==> config.mk <==
export PLATFORM = sky130hd
export DESIGN_NAME = qpu_exu_oitf
export DESIGN_NICKNAME = d
export VERILOG_FILES = /design/src/rtl/qpu_exu_oitf_pkg.sv /design/src/rtl/qpu_exu_oitf_entry.sv /design/src/rtl/qpu_exu_oitf.sv
export SDC_FILE = /design/constraint.sdc
export NUM_CORES = 1
export LEC_CHECK = 0
export CAP_MARGIN = 20
export CORE_MARGIN = 1.5
export CORE_UTILIZATION = 57
export CTS_CLUSTER_SIZE = 16
export DETAILED_ROUTE_END_ITERATION = 7
export PLACE_DENSITY = 0.93
export SYNTH_ARGS = -nofsm -noshare
export SYNTH_HDL_FRONTEND = slang
export SYNTH_SLANG_ARGS = --single-unit
==> constraint.sdc <==
create_clock -name clk -period 4.3 [get_ports clk]
set_input_delay 0.645 -clock clk [delete_from_list [all_inputs] [get_ports clk]]
set_output_delay 0.645 -clock clk [all_outputs]
set_load 0.05 [all_outputs]
==> src/rtl/qpu_exu_oitf_pkg.sv <==
// Shared widths and defaults for the outstanding-instruction track FIFO.
// Optional qubit-flag tracking is selected by QPU_OITF_QF_EN.
// Width macros are defined here only when the surrounding core has not set them.
`ifndef QPU_RFIDX_REAL_WIDTH
`define QPU_RFIDX_REAL_WIDTH 5
`endif
`ifndef QPU_QUBIT_NUM
`define QPU_QUBIT_NUM 4
`endif
`ifndef QPU_OITF_DEPTH
`define QPU_OITF_DEPTH 4
`endif
`ifndef QPU_OITF_PTR_W
`define QPU_OITF_PTR_W 2
`endif

package qpu_exu_oitf_pkg;
    localparam int OITF_DEPTH_DFLT = `QPU_OITF_DEPTH;
    localparam int PTR_W_DFLT      = `QPU_OITF_PTR_W;
    localparam int RFIDX_W_DFLT    = `QPU_RFIDX_REAL_WIDTH;
    localparam int QUBIT_W_DFLT    = `QPU_QUBIT_NUM;
endpackage

==> src/rtl/qpu_exu_oitf_entry.sv <==
// One OITF entry: stores rd/qubit-flag info of an in-flight long-pipe op and emits its hazard terms.
// Latency: set/clear take effect on the next clk edge; match terms are combinational.
// No backpressure; set has priority over clear. Qubit storage exists only with QPU_OITF_QF_EN.
module qpu_exu_oitf_entry
    import qpu_exu_oitf_pkg::*;
#(
    parameter int RFIDX_W = RFIDX_W_DFLT,
    parameter int QUBIT_W = QUBIT_W_DFLT
) (
    input  logic               clk,
    input  logic               rst_n,
    input  logic               set_ena,
    input  logic               clr_ena,
    input  logic               set_rdwen,
    input  logic [RFIDX_W-1:0] set_rdidx,
    input  logic               set_qfren,
    input  logic [QUBIT_W-1:0] set_qubitlist,
    input  logic               disp_rs1en,
    input  logic               disp_rs2en,
    input  logic               disp_rdwen,
    input  logic               disp_qfren,
    input  logic [RFIDX_W-1:0] disp_rs1idx,
    input  logic [RFIDX_W-1:0] disp_rs2idx,
    input  logic [RFIDX_W-1:0] disp_rdidx,
    input  logic [QUBIT_W-1:0] disp_qubitlist,
    output logic               rdwen,
    output logic [RFIDX_W-1:0] rdidx,
    output logic               qfren,
    output logic [QUBIT_W-1:0] qubitlist,
    output logic               match_rs1,
    output logic               match_rs2,
    output logic               match_rd,
    output logic               match_qf
);

    logic               vld_q,   vld_d;
    logic               rdwen_q, rdwen_d;
    logic [RFIDX_W-1:0] rdidx_q, rdidx_d;

    // Next state of the register-tracking fields; a cleared entry is zeroed so
    // the retire-side view never shows stale data.
    always_comb begin
        vld_d   = vld_q;
        rdwen_d = rdwen_q;
        rdidx_d = rdidx_q;
        if (set_ena) begin
            vld_d   = 1'b1;
            rdwen_d = set_rdwen;
            rdidx_d = set_rdidx;
        end else if (clr_ena) begin
            vld_d   = 1'b0;
            rdwen_d = 1'b0;
            rdidx_d = '0;
        end
    end

    // Register-tracking state.
    always_ff @(posedge clk or negedge rst_n) begin
        if (!rst_n) begin
            vld_q   <= 1'b0;
            rdwen_q <= 1'b0;
            rdidx_q <= '0;
        end else begin
            vld_q   <= vld_d;
            rdwen_q <= rdwen_d;
            rdidx_q <= rdidx_d;
        end
    end

    assign rdwen     = rdwen_q;
    assign rdidx     = rdidx_q;
    assign match_rs1 = vld_q & rdwen_q & disp_rs1en & (rdidx_q == disp_rs1idx);
    assign match_rs2 = vld_q & rdwen_q & disp_rs2en & (rdidx_q == disp_rs2idx);
    assign match_rd  = vld_q & rdwen_q & disp_rdwen & (rdidx_q == disp_rdidx);

`ifdef QPU_OITF_QF_EN
    logic               qfren_q,     qfren_d;
    logic [QUBIT_W-1:0] qubitlist_q, qubitlist_d;

    // Next state of the qubit-flag fields, same set/clear priority as above.
    always_comb begin
        qfren_d     = qfren_q;
        qubitlist_d = qubitlist_q;
        if (set_ena) begin
            qfren_d     = set_qfren;
            qubitlist_d = set_qubitlist;
        end else if (clr_ena) begin
            qfren_d     = 1'b0;
            qubitlist_d = '0;
        end
    end

    // Qubit-flag state.
    always_ff @(posedge clk or negedge rst_n) begin
        if (!rst_n) begin
            qfren_q     <= 1'b0;
            qubitlist_q <= '0;
        end else begin
            qfren_q     <= qfren_d;
            qubitlist_q <= qubitlist_d;
        end
    end

    assign qfren     = qfren_q;
    assign qubitlist = qubitlist_q;
    assign match_qf  = vld_q & qfren_q & disp_qfren & (|(qubitlist_q & disp_qubitlist));
`else
    logic unused_qf_in;
    assign unused_qf_in = ^{set_qfren, set_qubitlist, disp_qfren, disp_qubitlist};
    assign qfren        = 1'b0;
    assign qubitlist    = '0;
    assign match_qf     = 1'b0;
`endif

endmodule

==> src/rtl/qpu_exu_oitf.sv <==
// Outstanding Instruction Track FIFO: in-order alloc/retire of long-pipe ops plus RAW/WAW/qubit hazard flags.
// Latency: alloc visible to hazards/empty one cycle later; ret_* and match outputs are combinational.
// Backpressure: disp_oitf_ready=~full from registered pointers only. Qubit tracking gated by QPU_OITF_QF_EN.
module qpu_exu_oitf
    import qpu_exu_oitf_pkg::*;
#(
    parameter int OITF_DEPTH = OITF_DEPTH_DFLT,
    parameter int PTR_W      = PTR_W_DFLT,
    parameter int RFIDX_W    = RFIDX_W_DFLT,
    parameter int QUBIT_W    = QUBIT_W_DFLT
) (
    input  logic               clk,
    input  logic               rst_n,
    input  logic               disp_oitf_ena,
    output logic               disp_oitf_ready,
    input  logic               disp_oitf_rs1en,
    input  logic               disp_oitf_rs2en,
    input  logic               disp_oitf_rdwen,
    input  logic               disp_oitf_qfren,
    input  logic [RFIDX_W-1:0] disp_oitf_rs1idx,
    input  logic [RFIDX_W-1:0] disp_oitf_rs2idx,
    input  logic [RFIDX_W-1:0] disp_oitf_rdidx,
    input  logic [QUBIT_W-1:0] disp_oitf_qubitlist,
    output logic               oitfrd_match_disprs1,
    output logic               oitfrd_match_disprs2,
    output logic               oitfrd_match_disprd,
    output logic               oitfqf_match_dispql,
    output logic [PTR_W-1:0]   dis_ptr,
    input  logic               oitf_ret_ena,
    output logic [PTR_W-1:0]   ret_ptr,
    output logic               ret_rdwen,
    output logic [RFIDX_W-1:0] ret_rdidx,
    output logic               ret_qfren,
    output logic [QUBIT_W-1:0] ret_qubitlist,
    output logic               oitf_empty
);

    logic [PTR_W-1:0] alloc_ptr_q, alloc_ptr_d;
    logic             alloc_flg_q, alloc_flg_d;
    logic [PTR_W-1:0] ret_ptr_q,   ret_ptr_d;
    logic             ret_flg_q,   ret_flg_d;

    logic full;
    logic alloc_ena;
    logic retire_ena;

    // Equal pointers mean empty or full; the wrap flags tell which.
    assign oitf_empty      = (alloc_ptr_q == ret_ptr_q) & (alloc_flg_q == ret_flg_q);
    assign full            = (alloc_ptr_q == ret_ptr_q) & (alloc_flg_q != ret_flg_q);
    assign disp_oitf_ready = ~full;

    // Illegal requests are dropped so the pointers can never overrun each other.
    assign alloc_ena  = disp_oitf_ena & ~full;
    assign retire_ena = oitf_ret_ena & ~oitf_empty;

    // Pointer advance; each wrap from the last entry back to 0 toggles the flag.
    always_comb begin
        alloc_ptr_d = alloc_ptr_q;
        alloc_flg_d = alloc_flg_q;
        ret_ptr_d   = ret_ptr_q;
        ret_flg_d   = ret_flg_q;
        if (alloc_ena) begin
            if (alloc_ptr_q == PTR_W'(OITF_DEPTH - 1)) begin
                alloc_ptr_d = '0;
                alloc_flg_d = ~alloc_flg_q;
            end else begin
                alloc_ptr_d = alloc_ptr_q + PTR_W'(1);
            end
        end
        if (retire_ena) begin
            if (ret_ptr_q == PTR_W'(OITF_DEPTH - 1)) begin
                ret_ptr_d = '0;
                ret_flg_d = ~ret_flg_q;
            end else begin
                ret_ptr_d = ret_ptr_q + PTR_W'(1);
            end
        end
    end

    // Pointer registers.
    always_ff @(posedge clk or negedge rst_n) begin
        if (!rst_n) begin
            alloc_ptr_q <= '0;
            alloc_flg_q <= 1'b0;
            ret_ptr_q   <= '0;
            ret_flg_q   <= 1'b0;
        end else begin
            alloc_ptr_q <= alloc_ptr_d;
            alloc_flg_q <= alloc_flg_d;
            ret_ptr_q   <= ret_ptr_d;
            ret_flg_q   <= ret_flg_d;
        end
    end

    assign dis_ptr = alloc_ptr_q;
    assign ret_ptr = ret_ptr_q;

    logic [OITF_DEPTH-1:0] rdwen_vec;
    logic [OITF_DEPTH-1:0] qfren_vec;
    logic [RFIDX_W-1:0]    rdidx_arr     [OITF_DEPTH];
    logic [QUBIT_W-1:0]    qubitlist_arr [OITF_DEPTH];
    logic [OITF_DEPTH-1:0] rs1_match_vec;
    logic [OITF_DEPTH-1:0] rs2_match_vec;
    logic [OITF_DEPTH-1:0] rd_match_vec;
    logic [OITF_DEPTH-1:0] qf_match_vec;

    for (genvar i = 0; i < OITF_DEPTH; i++) begin : g_entry
        qpu_exu_oitf_entry #(
            .RFIDX_W (RFIDX_W),
            .QUBIT_W (QUBIT_W)
        ) u_entry (
            .clk            (clk),
            .rst_n          (rst_n),
            .set_ena        (alloc_ena  & (alloc_ptr_q == PTR_W'(i))),
            .clr_ena        (retire_ena & (ret_ptr_q   == PTR_W'(i))),
            .set_rdwen      (disp_oitf_rdwen),
            .set_rdidx      (disp_oitf_rdidx),
            .set_qfren      (disp_oitf_qfren),
            .set_qubitlist  (disp_oitf_qubitlist),
            .disp_rs1en     (disp_oitf_rs1en),
            .disp_rs2en     (disp_oitf_rs2en),
            .disp_rdwen     (disp_oitf_rdwen),
            .disp_qfren     (disp_oitf_qfren),
            .disp_rs1idx    (disp_oitf_rs1idx),
            .disp_rs2idx    (disp_oitf_rs2idx),
            .disp_rdidx     (disp_oitf_rdidx),
            .disp_qubitlist (disp_oitf_qubitlist),
            .rdwen          (rdwen_vec[i]),
            .rdidx          (rdidx_arr[i]),
            .qfren          (qfren_vec[i]),
            .qubitlist      (qubitlist_arr[i]),
            .match_rs1      (rs1_match_vec[i]),
            .match_rs2      (rs2_match_vec[i]),
            .match_rd       (rd_match_vec[i]),
            .match_qf       (qf_match_vec[i])
        );
    end

    // Hazards are the OR of per-entry terms; a retiring entry still counts this cycle.
    assign oitfrd_match_disprs1 = |rs1_match_vec;
    assign oitfrd_match_disprs2 = |rs2_match_vec;
    assign oitfrd_match_disprd  = |rd_match_vec;

    assign ret_rdwen = rdwen_vec[ret_ptr_q];
    assign ret_rdidx = rdidx_arr[ret_ptr_q];

`ifdef QPU_OITF_QF_EN
    assign oitfqf_match_dispql = |qf_match_vec;
    assign ret_qfren           = qfren_vec[ret_ptr_q];
    assign ret_qubitlist       = qubitlist_arr[ret_ptr_q];
`else
    logic unused_qf_out;

    // Entries drive constant zeros here; fold them so nothing dangles.
    always_comb begin
        unused_qf_out = ^{qfren_vec, qf_match_vec};
        for (int i = 0; i < OITF_DEPTH; i++) begin
            unused_qf_out = unused_qf_out ^ (^qubitlist_arr[i]);
        end
    end

    assign oitfqf_match_dispql = 1'b0;
    assign ret_qfren           = 1'b0;
    assign ret_qubitlist       = '0;
`endif

endmodule

== Word level (Yosys, flattened, before mapping) ==
Cells that the tools add are included.

* Logic and storage cells: 124
* Memory bits (read-only): 0
* Latch bits: 0
* Output and inout port bits: 21
* Memories kept: 0
* Flip-flop bits (word level): 34
* RAM bits: 0

* Reduce and logical (&&, ||, !) cells: 11
* Order comparisons: 2
* Muxes and demuxes: 27
* Eq/ne operators: 21
* Multiply operators: 0
* Bitwise gates (word level): 45
* Add/sub/neg operators: 2
* Shift-type cells: 0
* Divide/modulo/power cells: 0

{| class="wikitable"
|+ Operators with widths
! cell !! count
|-
| $eq A5 B5 Y1 || 12
|-
| $mux W5 || 10
|-
| $and A1 B1 Y1 || 40
|-
| $mux W1 || 13
|-
| $reduce_or A4 Y1 || 3
|-
| $bmux W5 S2 || 1
|-
| $eq A2 B2 Y1 const B || 4
|-
| $reduce_bool A2 Y1 || 4
|-
| $add A2 B1 Y2 const B || 2
|-
| $eq A2 B1 Y1 const B || 2
|-
| $logic_not A2 Y1 || 2
|-
| $mux W2 || 2
|-
| $not A1 Y1 || 4
|-
| $reduce_and A2 Y1 || 2
|-
| $ge A3 B3 Y1 const B || 1
|-
| $lt A2 B3 Y1 const B || 1
|-
| $not A2 Y3 || 1
|-
| $bmux W1 S2 || 1
|-
| $eq A2 B2 Y1 || 1
|-
| $eq A1 B1 Y1 || 1
|-
| $ne A1 B1 Y1 || 1
|}

== Depth between registers and ports, before layout ==
Gate-level depths: netlist of run 1.

* Word-level depth: 7
* Depth in mapped cells: 7
* Gate-level depth less buffers: 6

== Cells and area by module ==
A second synthesis of run 1 with hierarchy kept.

* Cell total of the unflattened synthesis: 313
* Area, all modules: 2865.2 µm²

{| class="wikitable"
|+ Modules (own cells, without submodules)
! module !! area each (µm²) !! instances !! cells each
|-
| qpu_exu_oitf_entry || 520.5 || 4 || 59
|-
| qpu_exu_oitf || 783.3 || 1 || 77
|}

== Least setup slack after synthesis of run 1 ==
Ideal clock, no wire load.

* Kind: register to output
* Start: reg ret_ptr_q[0], in the netlist ret_ptr[0]
* End: out oitf_empty
* Path buffers: 1
* Slack: 1.693 ns
* Data required time: 3.655 ns
* Arrival time: 1.962 ns
* Cell stages (with the launch flop): 5
* Path through: dfrtp_1 buf_6 xnor2_2 nand2_1 nor2_1

* Cells in the longest elaborated chain, start to end: 2

{| class="wikitable"
|+ Ends and longest elaborated chain
! item !! RTL line !! source
|-
| start, declared || qpu_exu_oitf.sv:40 || <nowiki>logic [PTR_W-1:0] ret_ptr_q, ret_ptr_d;</nowiki>
|-
| start signal, assigned || qpu_exu_oitf.sv:90 || <nowiki>ret_ptr_q <= ret_ptr_d;</nowiki>
|-
| $eq A2 B2 Y1 || qpu_exu_oitf.sv:48 || <nowiki>assign oitf_empty = (alloc_ptr_q == ret_ptr_q) & (alloc_flg_q == ret_flg_q);</nowiki>
|-
| $and A1 B1 Y1 || qpu_exu_oitf.sv:48 ||
|-
| end, declared || qpu_exu_oitf.sv:35 || <nowiki>output logic oitf_empty</nowiki>
|}

No other way between the ends.

== Final worst setup path of run 1 ==
* Start: in disp_oitf_rdidx[0]
* End: out oitfrd_match_disprd

* Cells in the longest elaborated chain, start to end: 3
* Elaborated cells on any way between the ends: 9
* Classes of those cells: eq/ne (4); bitwise (4); reduce/logical (1)

{| class="wikitable"
|+ Ends and longest elaborated chain
! item !! RTL line !! source
|-
| start, declared || qpu_exu_oitf.sv:22 || <nowiki>input logic [RFIDX_W-1:0] disp_oitf_rdidx,</nowiki>
|-
| $eq A5 B5 Y1 || qpu_exu_oitf_entry.sv:74 || <nowiki>assign match_rd = vld_q & rdwen_q & disp_rdwen & (rdidx_q == disp_rdidx);</nowiki>
|-
| $and A1 B1 Y1 || qpu_exu_oitf_entry.sv:74 ||
|-
| $reduce_or A4 Y1 * || qpu_exu_oitf.sv:142 || <nowiki>assign oitfrd_match_disprd = |rd_match_vec;</nowiki>
|-
| end, declared || qpu_exu_oitf.sv:26 || <nowiki>output logic oitfrd_match_disprd,</nowiki>
|}

Mark *: on every way between the ends. The rest lies on a longest branch, timed or not.

==> results of run 1 <==
[per-stage QoR]
step           setup slack (ns)  cells
6_report                  0.667    352
5_1_grt                   0.613    352
4_1_cts                   0.711    352
3_5_place_dp              0.718    345
3_3_place_gp              0.778    345
2_1_floorplan              1.69    275
[registers in the layout, summed over array words and instances (netlist names)]
name and flops:
alloc_flg_q 1, dis_ptr 2, g_entry.u_entry.rdidx 20, g_entry.u_entry.rdwen 4, g_entry.u_entry.vld_q 4, ret_flg_q 1
ret_ptr 2
[per-layer routing]
| layer | wire, um | GRT usage [%] | vias to the layer above | share of wire [%] |
|---|---|---|---|---|
| met5 | 0 | 0 | - | 0 |
| met1 | 2560 | 31.0 | 1017 | 41 |
| li1 | - | - | 981 | - |
| met3 | 487 | 4.36 | 25 | 7.9 |
| met2 | 2950 | 42.9 | 111 | 48 |
| met4 | 200 | 11.9 | 0 | 3.2 |
[cells in the final DEF, fill, tap and decap left out]
cell / instances
a21o_1: 3
a21o_2: 1
a31oi_2: 4
and2_1: 4
buf_4: 2
clkbuf_1: 2
clkbuf_8: 5
clkdlybuf4s50_1: 36
conb_1: 6
dfrtp_1: 34
ha_1: 8
inv_1: 4
mux2_2: 4
mux4_1: 6
nand2_1: 54
nand3_1: 1
nand4_1: 15
nor2_1: 3
nor4_1: 12
o21ai_0: 15
o21ai_1: 9
o21ai_2: 1
o311ai_2: 2
o311ai_4: 2
xnor2_1: 13
xnor2_2: 2
xor2_1: 50
xor2_2: 2
[power by group]
| part | internal [mW] | switching [mW] |
|---|---|---|
| Sequential | 0.461 | 0.284 |
| Combinational | 0.546 | 0.804 |
| Clock | 0.111 | 0.104 |
[worst max-delay path, stage by stage]
cell	delay [ns]
clkdlybuf4s50_1	0.63
xor2_1	0.26
nor4_1	0.35
nand4_1	0.14
nand4_1	0.13
clkdlybuf4s50_1	0.82
[cells by family after synthesis]
kind of cell,synth area share (%)
simple gates,15.3
xor+xnor,22.9
compound gates,11.0
flops,31.6
buf+inv,7.85
mux,7.52
fa+ha+maj,3.72
other cells,0.139
[how the worst min path moves through the flow]
| stage | start | end | slack [ns] | depth (start not counted) |
|---|---|---|---|---|
| 2_1_floorplan | rst_n | alloc_flg_q$_DFFE_PN0N_ | 0.35 | 0 |
| 3_3_place_gp | g_entry[1].u_entry.vld_q$_DFFE_PN0P_ | g_entry[1].u_entry.vld_q$_DFFE_PN0P_ | 0.45 | 1 |
| 3_5_place_dp | g_entry[1].u_entry.vld_q$_DFFE_PN0P_ | g_entry[1].u_entry.vld_q$_DFFE_PN0P_ | 0.46 | 1 |
| 4_1_cts | g_entry[0].u_entry.vld_q$_DFFE_PN0P_ | g_entry[0].u_entry.vld_q$_DFFE_PN0P_ | 0.48 | 1 |
| 5_1_grt | g_entry[3].u_entry.vld_q$_DFFE_PN0P_ | g_entry[3].u_entry.vld_q$_DFFE_PN0P_ | 0.50 | 1 |
| 6_report | g_entry[3].u_entry.vld_q$_DFFE_PN0P_ | g_entry[3].u_entry.vld_q$_DFFE_PN0P_ | 0.48 | 1 |
[layout make-up]
type | count | area (sq um)
Timing Repair Buffer | 38 | 375
Clock buffer | 7 | 76.3
Tap cell | 52 | 65.1
Sequential cell | 34 | 851
Inverter | 4 | 15.0
Multi-Input combinational cell | 217 | 1650
Fill cell | 353 | 1410
==> out/metrics.yaml, run 1 <==
placement:
  postPlaceCellArea_sq_mm: 0.00296
  place_hpwl_um: 4520
  port_buffers: 36
  place.gp.congestion: 0.894
worst_setup_path:
  reg2reg_from: "ret_ptr[0]$_DFFE_PN0P_"
  crit_end: "oitfrd_match_disprd"
  startpoint: "disp_oitf_rdidx[0]"
  reg2reg_to: "g_entry[2].u_entry.rdidx[2]$_DFFE_PN0P_"
  worstPathArrival_ns: 2.99
  path_max_fanout: 8
  reg2reg_slack_ns: 2.31
  cp-start-kind: "primary input"
  worstPathRequired_ns: 3.65
  crit_type: "in2out"
  r2r_cells: 4
  endpoint_kind: "output port"
global_route:
  grt.total_usage_pct: 25.2
  grt_first_pass_wirelength_um: 9970
  grt_pass1_vias: 2087
  grt_max_degree: 35
  grt-ovfl-total: 0
  antenna_found_initial: 0
clocking:
  cts_tree: "done"
  cts_hold_buffers: 0
  clk_pin_slew_ns: 0.06
  clockBufferDepth: 2
  htree_levels: 2
  root_buffer: "clkbuf_8"
  cts_buffers: 5
  clkSinkCount: 34
  worstSkewPairLatency_ns: 0.29
  ctsResizeCount: 0
  postCtsSetupBuffers: 0
synthesis:
  netlist_instances: 270
  synthFlopType: "dfrtp_1"
  async_flop_share_pct: 100
  synthTopCellsByCount: "nand2_1, xor2_1, dfrtp_1"
  netlist_top_cells_area: "dfrtp_1, xor2_1, nand2_1, mux4_1, xnor2_1"
  syn_area_sq_mm: 0.00269
  avgSynthCellArea_sq_um: 9.98
  synth-seq-cells: 34
  ys_warn_count: 0
  ys_types: 28
  synth_edf_count: 0
  synth_top_area_share_pct: 31.6
  synth-seq-area-share_pct: 31.6
  synth_top_area_cell: "dfrtp_1"
  synth_most_common_cell: "nand2_1"
final_layout:
  fin_nets: 335
  fin_area_sq_mm: 0.00303
  n_antenna_cell: 0
  drive_above_1_share_pct: 8.33
  final_util_pct: 68.2
  syn_to_final_growth_pct: 12.6
detailed_routing:
  wirelength_um: 6200
  ant_nets: 0
  dr.pass1.iters: 8
  post_drt_wl_per_cell_um: 17.6
  vias: 2134
  drtIter0Drc: 117
  drc_errors: 4
  viasPerCell: 6.06
timing:
  min_period_over_period_pct: 84.5
  fin_skew_ns: 0.00546
  grt_setup_unrepaired: "false"
  slew_viol_final: 0
  slew_headroom_pct: 56.0
  setup-violations-final: 0
  min_period_ns: 3.63
  fmax_ghz: 0.275
  worst_slew_pin_slew_ns: 0.660
  hold_viol: 0
  hold_slack_ns: 0.477
  tns_ns: 0
floorplan:
  chipWidth_um: 71.7
  coreArea_sq_mm: 0.00444
  rows: 24
  start_util_pct: 60.6
  fp.dieH_um: 71.7
  ioPinCount: 48
  dieArea_sq_mm: 0.00515
pwr:
  power.total_mw: 2.31
  vdd_drop_max_mv: 0.654
  powerDensity_mw_per_mm2: 762
  leakagePower_nw: 1.33
worst_hold_path:
  hold_path_class: "reg2reg"
run:
  drv_cap: 0
status:
  violations: "DRC"
  outcome: "complete, but fails checks"
Note: power is estimated with default switching activity, not from simulation.
==> run 2: changes to the inputs <==
--- a/config.mk
+++ b/config.mk
@@ -7,10 +7,10 @@
 export LEC_CHECK = 0
 export CAP_MARGIN = 20
 export CORE_MARGIN = 1.5
-export CORE_UTILIZATION = 57
+export CORE_UTILIZATION = 48
 export CTS_CLUSTER_SIZE = 16
 export DETAILED_ROUTE_END_ITERATION = 7
-export PLACE_DENSITY = 0.93
+export PLACE_DENSITY = 0.84
 export SYNTH_ARGS = -nofsm -noshare
 export SYNTH_HDL_FRONTEND = slang
 export SYNTH_SLANG_ARGS = --single-unit
==> constraint.sdc (replaced) <==
create_clock -name clk -period 3.1 [get_ports clk]
set_input_delay 0.465 -clock clk [delete_from_list [all_inputs] [get_ports clk]]
set_output_delay 0.465 -clock clk [all_outputs]
set_load 0.05 [all_outputs]
==> out/metrics.yaml, run 2 (synthesis results as in run 1) <==
final_layout:
  syn_to_final_growth_pct: 14.0  # was 12.6%
  largest_register_ffs: 20  # unchanged
  fin_nets: 336  # was 335
  drive_above_1_share_pct: 9.63  # was 8.33%
  final_cell_mix: "nand2_1, xor2_1, dfrtp_1"  # was nand2_1, xor2_1, clkdlybuf4s50_1
  finalNonFillerCells: 373  # was 352
  final_common_cell: "nand2_1"  # unchanged
  final_util_pct: 56.1  # was 68.2%
  n_antenna_cell: 0  # unchanged
placement:
  place.gp.congestion: 0.945  # was 0.894
  port_buffers: 36  # unchanged
  dp_slack_ns: 0.457  # was 0.718 ns
  placedCellCount: 366  # was 345
  place_hpwl_um: 4560  # was 4520 um
worst_setup_path:
  cp_top_family: "flip-flops"  # was buffers and inverters
  cp-start-kind: "flop"  # was primary input
  worstPathArrival_ns: 2.44  # was 2.99 ns
  endpoint_kind: "output port"  # unchanged
  r2r_cells: 4  # unchanged
  critical_path.slowest_cell: "dfrtp_1"  # was clkdlybuf4s50_1
  worstPathRequired_ns: 2.63  # was 3.65 ns
  cp.depth: 2  # was 6
  crit_type: "reg2out"  # was in2out
  reg2reg_from: "ret_ptr[0]$_DFFE_PN0P_"  # unchanged
  path_max_fanout: 14  # was 8
  reg2reg_slack_ns: 1.12  # was 2.31 ns
  slowest_delay_ns: 0.75  # was 0.82 ns
  cp_num_buf_inv: 1  # was 2
  reg2reg_to: "g_entry[2].u_entry.rdidx[3]$_DFFE_PN0P_"  # was g_entry[2].u_entry.rdidx[2]$_DFFE_PN0P_
  worstPathCellList: "mux4_1, clkdlybuf4s50_1"  # was clkdlybuf4s50_1, xor2_1, nor4_1, nand4_1, nand4_1, clkdlybuf4s50_1
floorplan:
  coreArea_sq_mm: 0.00547  # was 0.00444 sq mm
  rows: 27  # was 24
  ioPinCount: 48  # unchanged
  start_util_pct: 49.2  # was 60.6%
  dieArea_sq_mm: 0.00607  # was 0.00515 sq mm
  chipWidth_um: 77.9  # was 71.7 um
  fp.dieH_um: 77.9  # was 71.7 um
global_route:
  grt_pass1_vias: 2021  # was 2087
  grt_max_degree: 35  # unchanged
  antenna_found_initial: 0  # unchanged
  grt-ovfl-total: 0  # unchanged
  grt.total_usage_pct: 21.7  # was 25.2%
  grt_first_pass_wirelength_um: 10200  # was 9970 um
clocking:
  cts_tree: "done"  # unchanged
  root_buffer: "clkbuf_8"  # unchanged
  postCtsSetupBuffers: 0  # unchanged
  clockBufferDepth: 2  # unchanged
  clk_pin_slew_ns: 0.06  # about the same
  cts_hold_buffers: 0  # unchanged
  htree_levels: 2  # unchanged
  cts_buffers: 5  # unchanged
  clkSinkCount: 34  # unchanged
  ctsResizeCount: 0  # unchanged
  worstSkewPairLatency_ns: 0.28  # was 0.29 ns
detailed_routing:
  post_drt_wl_per_cell_um: 16.5  # was 17.6 um
  vias: 2066  # was 2134
  drc_errors: 0  # was 4
  drtIter0Drc: 188  # was 117
  dr.pass1.iters: 4  # was 8
  viasPerCell: 5.54  # was 6.06
  wirelength_um: 6150  # was 6200 um
  ant_nets: 0  # unchanged
timing:
  fin_skew_ns: 0.00333  # was 0.00546 ns
  grt_setup_unrepaired: "false"  # unchanged
  fin_ws_ns: 0.193  # was 0.667 ns
  tns_ns: 0  # unchanged
  worst_slew_pin_slew_ns: 0.666  # was 0.660 ns
  min_period_ns: 2.91
  slew_headroom_pct: 55.4  # was 56.0%
  min_period_over_period_pct: 93.8
  slew_viol_final: 0  # unchanged
  fmax_ghz: 0.344
  hold_viol: 0  # unchanged
  setup-violations-final: 0  # unchanged
pwr:
  power_switching_mw: 1.64  # was 1.19 mW
  vdd_drop_max_mv: 0.954  # was 0.654 mV
  clock_power_share_pct: 9.3  # about the same
  internal_power_mw: 1.56  # was 1.12 mW
  power.total_mw: 3.20  # was 2.31 mW
  swShare_pct: 51.3  # was 51.6%
  powerDensity_mw_per_mm2: 1040  # was 762 mW/mm^2
  power_frac_seq_pct: 31.3  # was 32.3%
  p_comb_share_pct: 59.4  # was 58.4%
  leakagePower_nw: 1.34  # was 1.33 nW
status:
  outcome: "finished, final reports clean"  # was complete, but fails checks
worst_hold_path:
  worstHoldStart: "g_entry[0].u_entry.vld_q$_DFFE_PN0P_"  # was g_entry[3].u_entry.vld_q$_DFFE_PN0P_
  hold_path_class: "reg2reg"  # unchanged
  hold_depth: 1  # unchanged
  holdPathEnd: "g_entry[0].u_entry.vld_q$_DFFE_PN0P_"  # was g_entry[3].u_entry.vld_q$_DFFE_PN0P_
run:
  drv_cap: 0  # unchanged
-- run 2: worst register-to-register path: cells and delay by family (launching register included) --
kind	cells	cell delay [ns]
compound gates	2	0.75
xor+xnor	1	0.27
flops	1	0.75
simple gates	1	0.12
-- run 2: cell type report --
cell class / count / area [sq um]
Sequential cell: 34 / 851
Fill cell: 494 / 2400
Inverter: 4 / 15.0
Tap cell: 72 / 90.1
Timing Repair Buffer: 39 / 388
Clock buffer: 7 / 76.3
Multi-Input combinational cell: 217 / 1650
-- run 2: per-layer routing --
layer  GRT usage, %  part of all wire [%]  vias to the layer above
met4           9.29                   2.9                        0
met3           3.41                   7.9                       16
met1           27.0                    41                      983
li1               -                     -                      981
met2           37.2                    48                       86
met5              0                     0                        -
-- run 2: power groups by stage --
stage / logic (mW) / registers, mW / clock network, mW
2_1_floorplan: 1.46 / 0.966 / 0
3_3_place_gp: 1.84 / 0.996 / 0
3_5_place_dp: 1.90 / 1.01 / 0
4_1_cts: 1.91 / 1.00 / 0.307
5_1_grt: 2.05 / 1.03 / 0.328
6_report: 1.90 / 1.00 / 0.298
-- run 2: worst max path at each step --
stage	from	to	slack [ns]
3_3_place_gp	disp_oitf_rdidx[2]	oitfrd_match_disprd	0.52
4_1_cts	ret_ptr[0]$_DFFE_PN0P_	ret_rdwen	0.18
3_5_place_dp	disp_oitf_rdidx[0]	oitfrd_match_disprd	0.46
2_1_floorplan	ret_ptr[0]$_DFFE_PN0P_	oitf_empty	0.67
6_report	ret_ptr[0]$_DFFE_PN0P_	ret_rdidx[3]	0.19
5_1_grt	ret_ptr[0]$_DFFE_PN0P_	oitf_empty	0.08
-- run 2: through the flow --
| step | cell area, sq um | hold WS [ns] |
|---|---|---|
| floorplan | 2710 | 0.169 |
| global placement | 2990 | 0.452 |
| detailed placement | 2990 | 0.469 |
| CTS | 3070 | 0.483 |
| global route | 3070 | 0.497 |
| finish | 3070 | 0.482 |
==> run 3: changes to the inputs <==
--- a/config.mk
+++ b/config.mk
@@ -5,12 +5,13 @@
 export SDC_FILE = /design/constraint.sdc
 export NUM_CORES = 1
 export LEC_CHECK = 0
+export ABC_CLOCK_PERIOD_IN_PS = 3100
 export CAP_MARGIN = 20
 export CORE_MARGIN = 1.5
-export CORE_UTILIZATION = 48
+export CORE_UTILIZATION = 23
 export CTS_CLUSTER_SIZE = 16
 export DETAILED_ROUTE_END_ITERATION = 7
-export PLACE_DENSITY = 0.84
+export PLACE_DENSITY = 0.5
 export SYNTH_ARGS = -nofsm -noshare
 export SYNTH_HDL_FRONTEND = slang
 export SYNTH_SLANG_ARGS = --single-unit
==> out/metrics.yaml, run 3 (synthesis results as in run 1) <==
status:
  outcome: "finished, final reports clean"  # unchanged
worst_setup_path:
  cp_num_buf_inv: 1  # unchanged
  worstPathArrival_ns: 2.46  # was 2.44 ns
  slowest_delay_ns: 0.78  # was 0.75 ns
  crit_type: "reg2out"  # unchanged
  path_max_fanout: 14  # unchanged
  endpoint_kind: "output port"  # unchanged
  worstPathCellList: "mux4_1, clkdlybuf4s50_1"  # unchanged
  critical_path.slowest_cell: "dfrtp_1"  # unchanged
  worstPathRequired_ns: 2.63  # about the same
  cp-start-kind: "flop"  # unchanged
  cp_top_family: "flip-flops"  # unchanged
detailed_routing:
  drtIter0Drc: 95  # was 188
  drc_errors: 0  # unchanged
  post_drt_wl_per_cell_um: 16.1  # was 16.5 um
  vias: 2037  # was 2066
  dr.pass1.iters: 4  # unchanged
  ant_nets: 0  # unchanged
  viasPerCell: 4.59  # was 5.54
  wirelength_um: 7150  # was 6150 um
clocking:
  cts_tree: "done"  # unchanged
  cts_buffers: 5  # unchanged
  postCtsSetupBuffers: 0  # unchanged
  clk_pin_slew_ns: 0.05  # was 0.06 ns
  worstSkewPairLatency_ns: 0.28  # about the same
  cts_hold_buffers: 0  # unchanged
  clkSinkCount: 34  # unchanged
  ctsResizeCount: 0  # unchanged
  clockBufferDepth: 2  # unchanged
  root_buffer: "clkbuf_16"  # was clkbuf_8
  htree_levels: 2  # unchanged
placement:
  port_buffers: 36  # unchanged
  postPlaceCellArea_sq_mm: 0.00308  # was 0.00299 sq mm
  place.gp.congestion: 0.846  # was 0.945
  place_hpwl_um: 5230  # was 4560 um
final_layout:
  fin_nets: 336  # unchanged
  largest_register_ffs: 20  # unchanged
  final_common_cell: "nand2_1"  # unchanged
  n_antenna_cell: 0  # unchanged
  final_cell_mix: "nand2_1, xor2_1, dfrtp_1"  # unchanged
  nFillCells: 1225  # was 494
  fin_area_sq_mm: 0.00322  # was 0.00307 sq mm
  drive_above_1_share_pct: 10.6  # was 9.63%
  final_util_pct: 28.2  # was 56.1%
  syn_to_final_growth_pct: 19.4  # was 14.0%
timing:
  setup-violations-final: 0  # unchanged
  hold_viol: 0  # unchanged
  slew_viol_final: 0  # unchanged
  min_period_ns: 2.93  # was 2.91 ns
  fmax_ghz: 0.342  # was 0.344 GHz
  min_period_over_period_pct: 94.4  # was 93.8%
  tns_ns: 0  # unchanged
  fin_skew_ns: 0.00670  # was 0.00333 ns
  grt_setup_unrepaired: "false"  # unchanged
  slew_headroom_pct: 54.7  # was 55.4%
  worst_slew_pin_slew_ns: 0.677  # was 0.666 ns
floorplan:
  ioPinCount: 48  # unchanged
  chipWidth_um: 111  # was 77.9 um
  rows: 39  # was 27
  dieArea_sq_mm: 0.0124  # was 0.00607 sq mm
  coreArea_sq_mm: 0.0114  # was 0.00547 sq mm
  fp.dieH_um: 111  # was 77.9 um
  start_util_pct: 23.6  # was 49.2%
pwr:
  power.total_mw: 3.39  # was 3.20 mW
  vdd_drop_max_mv: 0.867  # was 0.954 mV
  powerDensity_mw_per_mm2: 1060  # was 1040 mW/mm^2
  leakagePower_nw: 1.37  # was 1.34 nW
global_route:
  antenna_found_initial: 0  # unchanged
  grt_first_pass_wirelength_um: 11800  # was 10200 um
  grt_pass1_vias: 2083  # was 2021
  grt.total_usage_pct: 12.3  # was 21.7%
  grt_max_degree: 35  # unchanged
  grt-ovfl-total: 0  # unchanged
run:
  drv_cap: 0  # unchanged
worst_hold_path:
  hold_path_class: "reg2reg"  # unchanged
## run 3: cell count changes in the layout (fill, tap and decap cells not counted), sizes merged
| cell | before | now |
|---|---|---|
| clkbuf | 7 | 5 |
| buf | 6 | 7 |
| clkdlybuf4s50 | 33 | 32 |
| clkinv | 0 | 2 |
## run 3: layout make-up
| class | count | area (sq um) | area share (%) |
|---|---|---|---|
| well taps | 143 | 179 | 5.56 |
| inverters | 4 | 15.0 | 0.467 |
| multi-input cells | 217 | 1650 | 51.3 |
| clock buffers | 5 | 125 | 3.89 |
| flip-flops and latches | 34 | 851 | 26.5 |
| repair buffers | 39 | 385 | 12.0 |
| clock inverters | 2 | 10.0 | 0.311 |
## run 3: routing by layer
layer	up-vias	GRT usage (%)	routed length, um
li1	976	-	-
met1	990	17.2	3510
met4	0	3.97	127
met2	60	18.3	3080
met5	-	0	0
met3	11	3.39	425
## run 3: power breakdown
group | leakage [nW] | total [mW] | switching (mW) | internal (mW)
sequential | 0.430 | 1.02 | 0.376 | 0.641
clock | 0.0694 | 0.469 | 0.179 | 0.290
combinational | 0.874 | 1.91 | 1.15 | 0.760
## run 3: stage by stage
| step | hold WS [ns] | std cells | setup slack (ns) |
|---|---|---|---|
| floorplan | 0.169 | 275 | 0.673 |
| global placement | 0.453 | 437 | 0.449 |
| detailed placement | 0.458 | 437 | 0.424 |
| CTS | 0.470 | 444 | 0.151 |
| global route | 0.484 | 444 | 0.0173 |
| finish | 0.465 | 444 | 0.173 |
## run 3: path summary, 6_finish.rpt
path / start / endpoint / slack (ns) / depth (start not counted)
max in group asynchronous: rst_n / g_entry[3].u_entry.vld_q$_DFFE_PN0P_ / 2.17 / 2
worst min-delay path: g_entry[0].u_entry.vld_q$_DFFE_PN0P_ / g_entry[0].u_entry.vld_q$_DFFE_PN0P_ / 0.47 / 1
worst max register to register: ret_ptr[0]$_DFFE_PN0P_ / g_entry[2].u_entry.rdidx[0]$_DFFE_PN0P_ / 1.05 / 4
min in group asynchronous: rst_n / ret_ptr[1]$_DFFE_PN0P_ / 0.61 / 2
worst max-delay path: ret_ptr[0]$_DFFE_PN0P_ / ret_rdidx[2] / 0.17 / 2
worst min register to register: g_entry[0].u_entry.vld_q$_DFFE_PN0P_ / g_entry[0].u_entry.vld_q$_DFFE_PN0P_ / 0.47 / 1
## run 3: worst register-to-register path, delay by kind of cell, from the launching register on
kind	cells	cell delay [ns]
XOR/XNOR	1	0.27
AND/OR/NAND/NOR	1	0.12
AO/OA/AOI/OAI	2	0.80
flip-flops	1	0.78
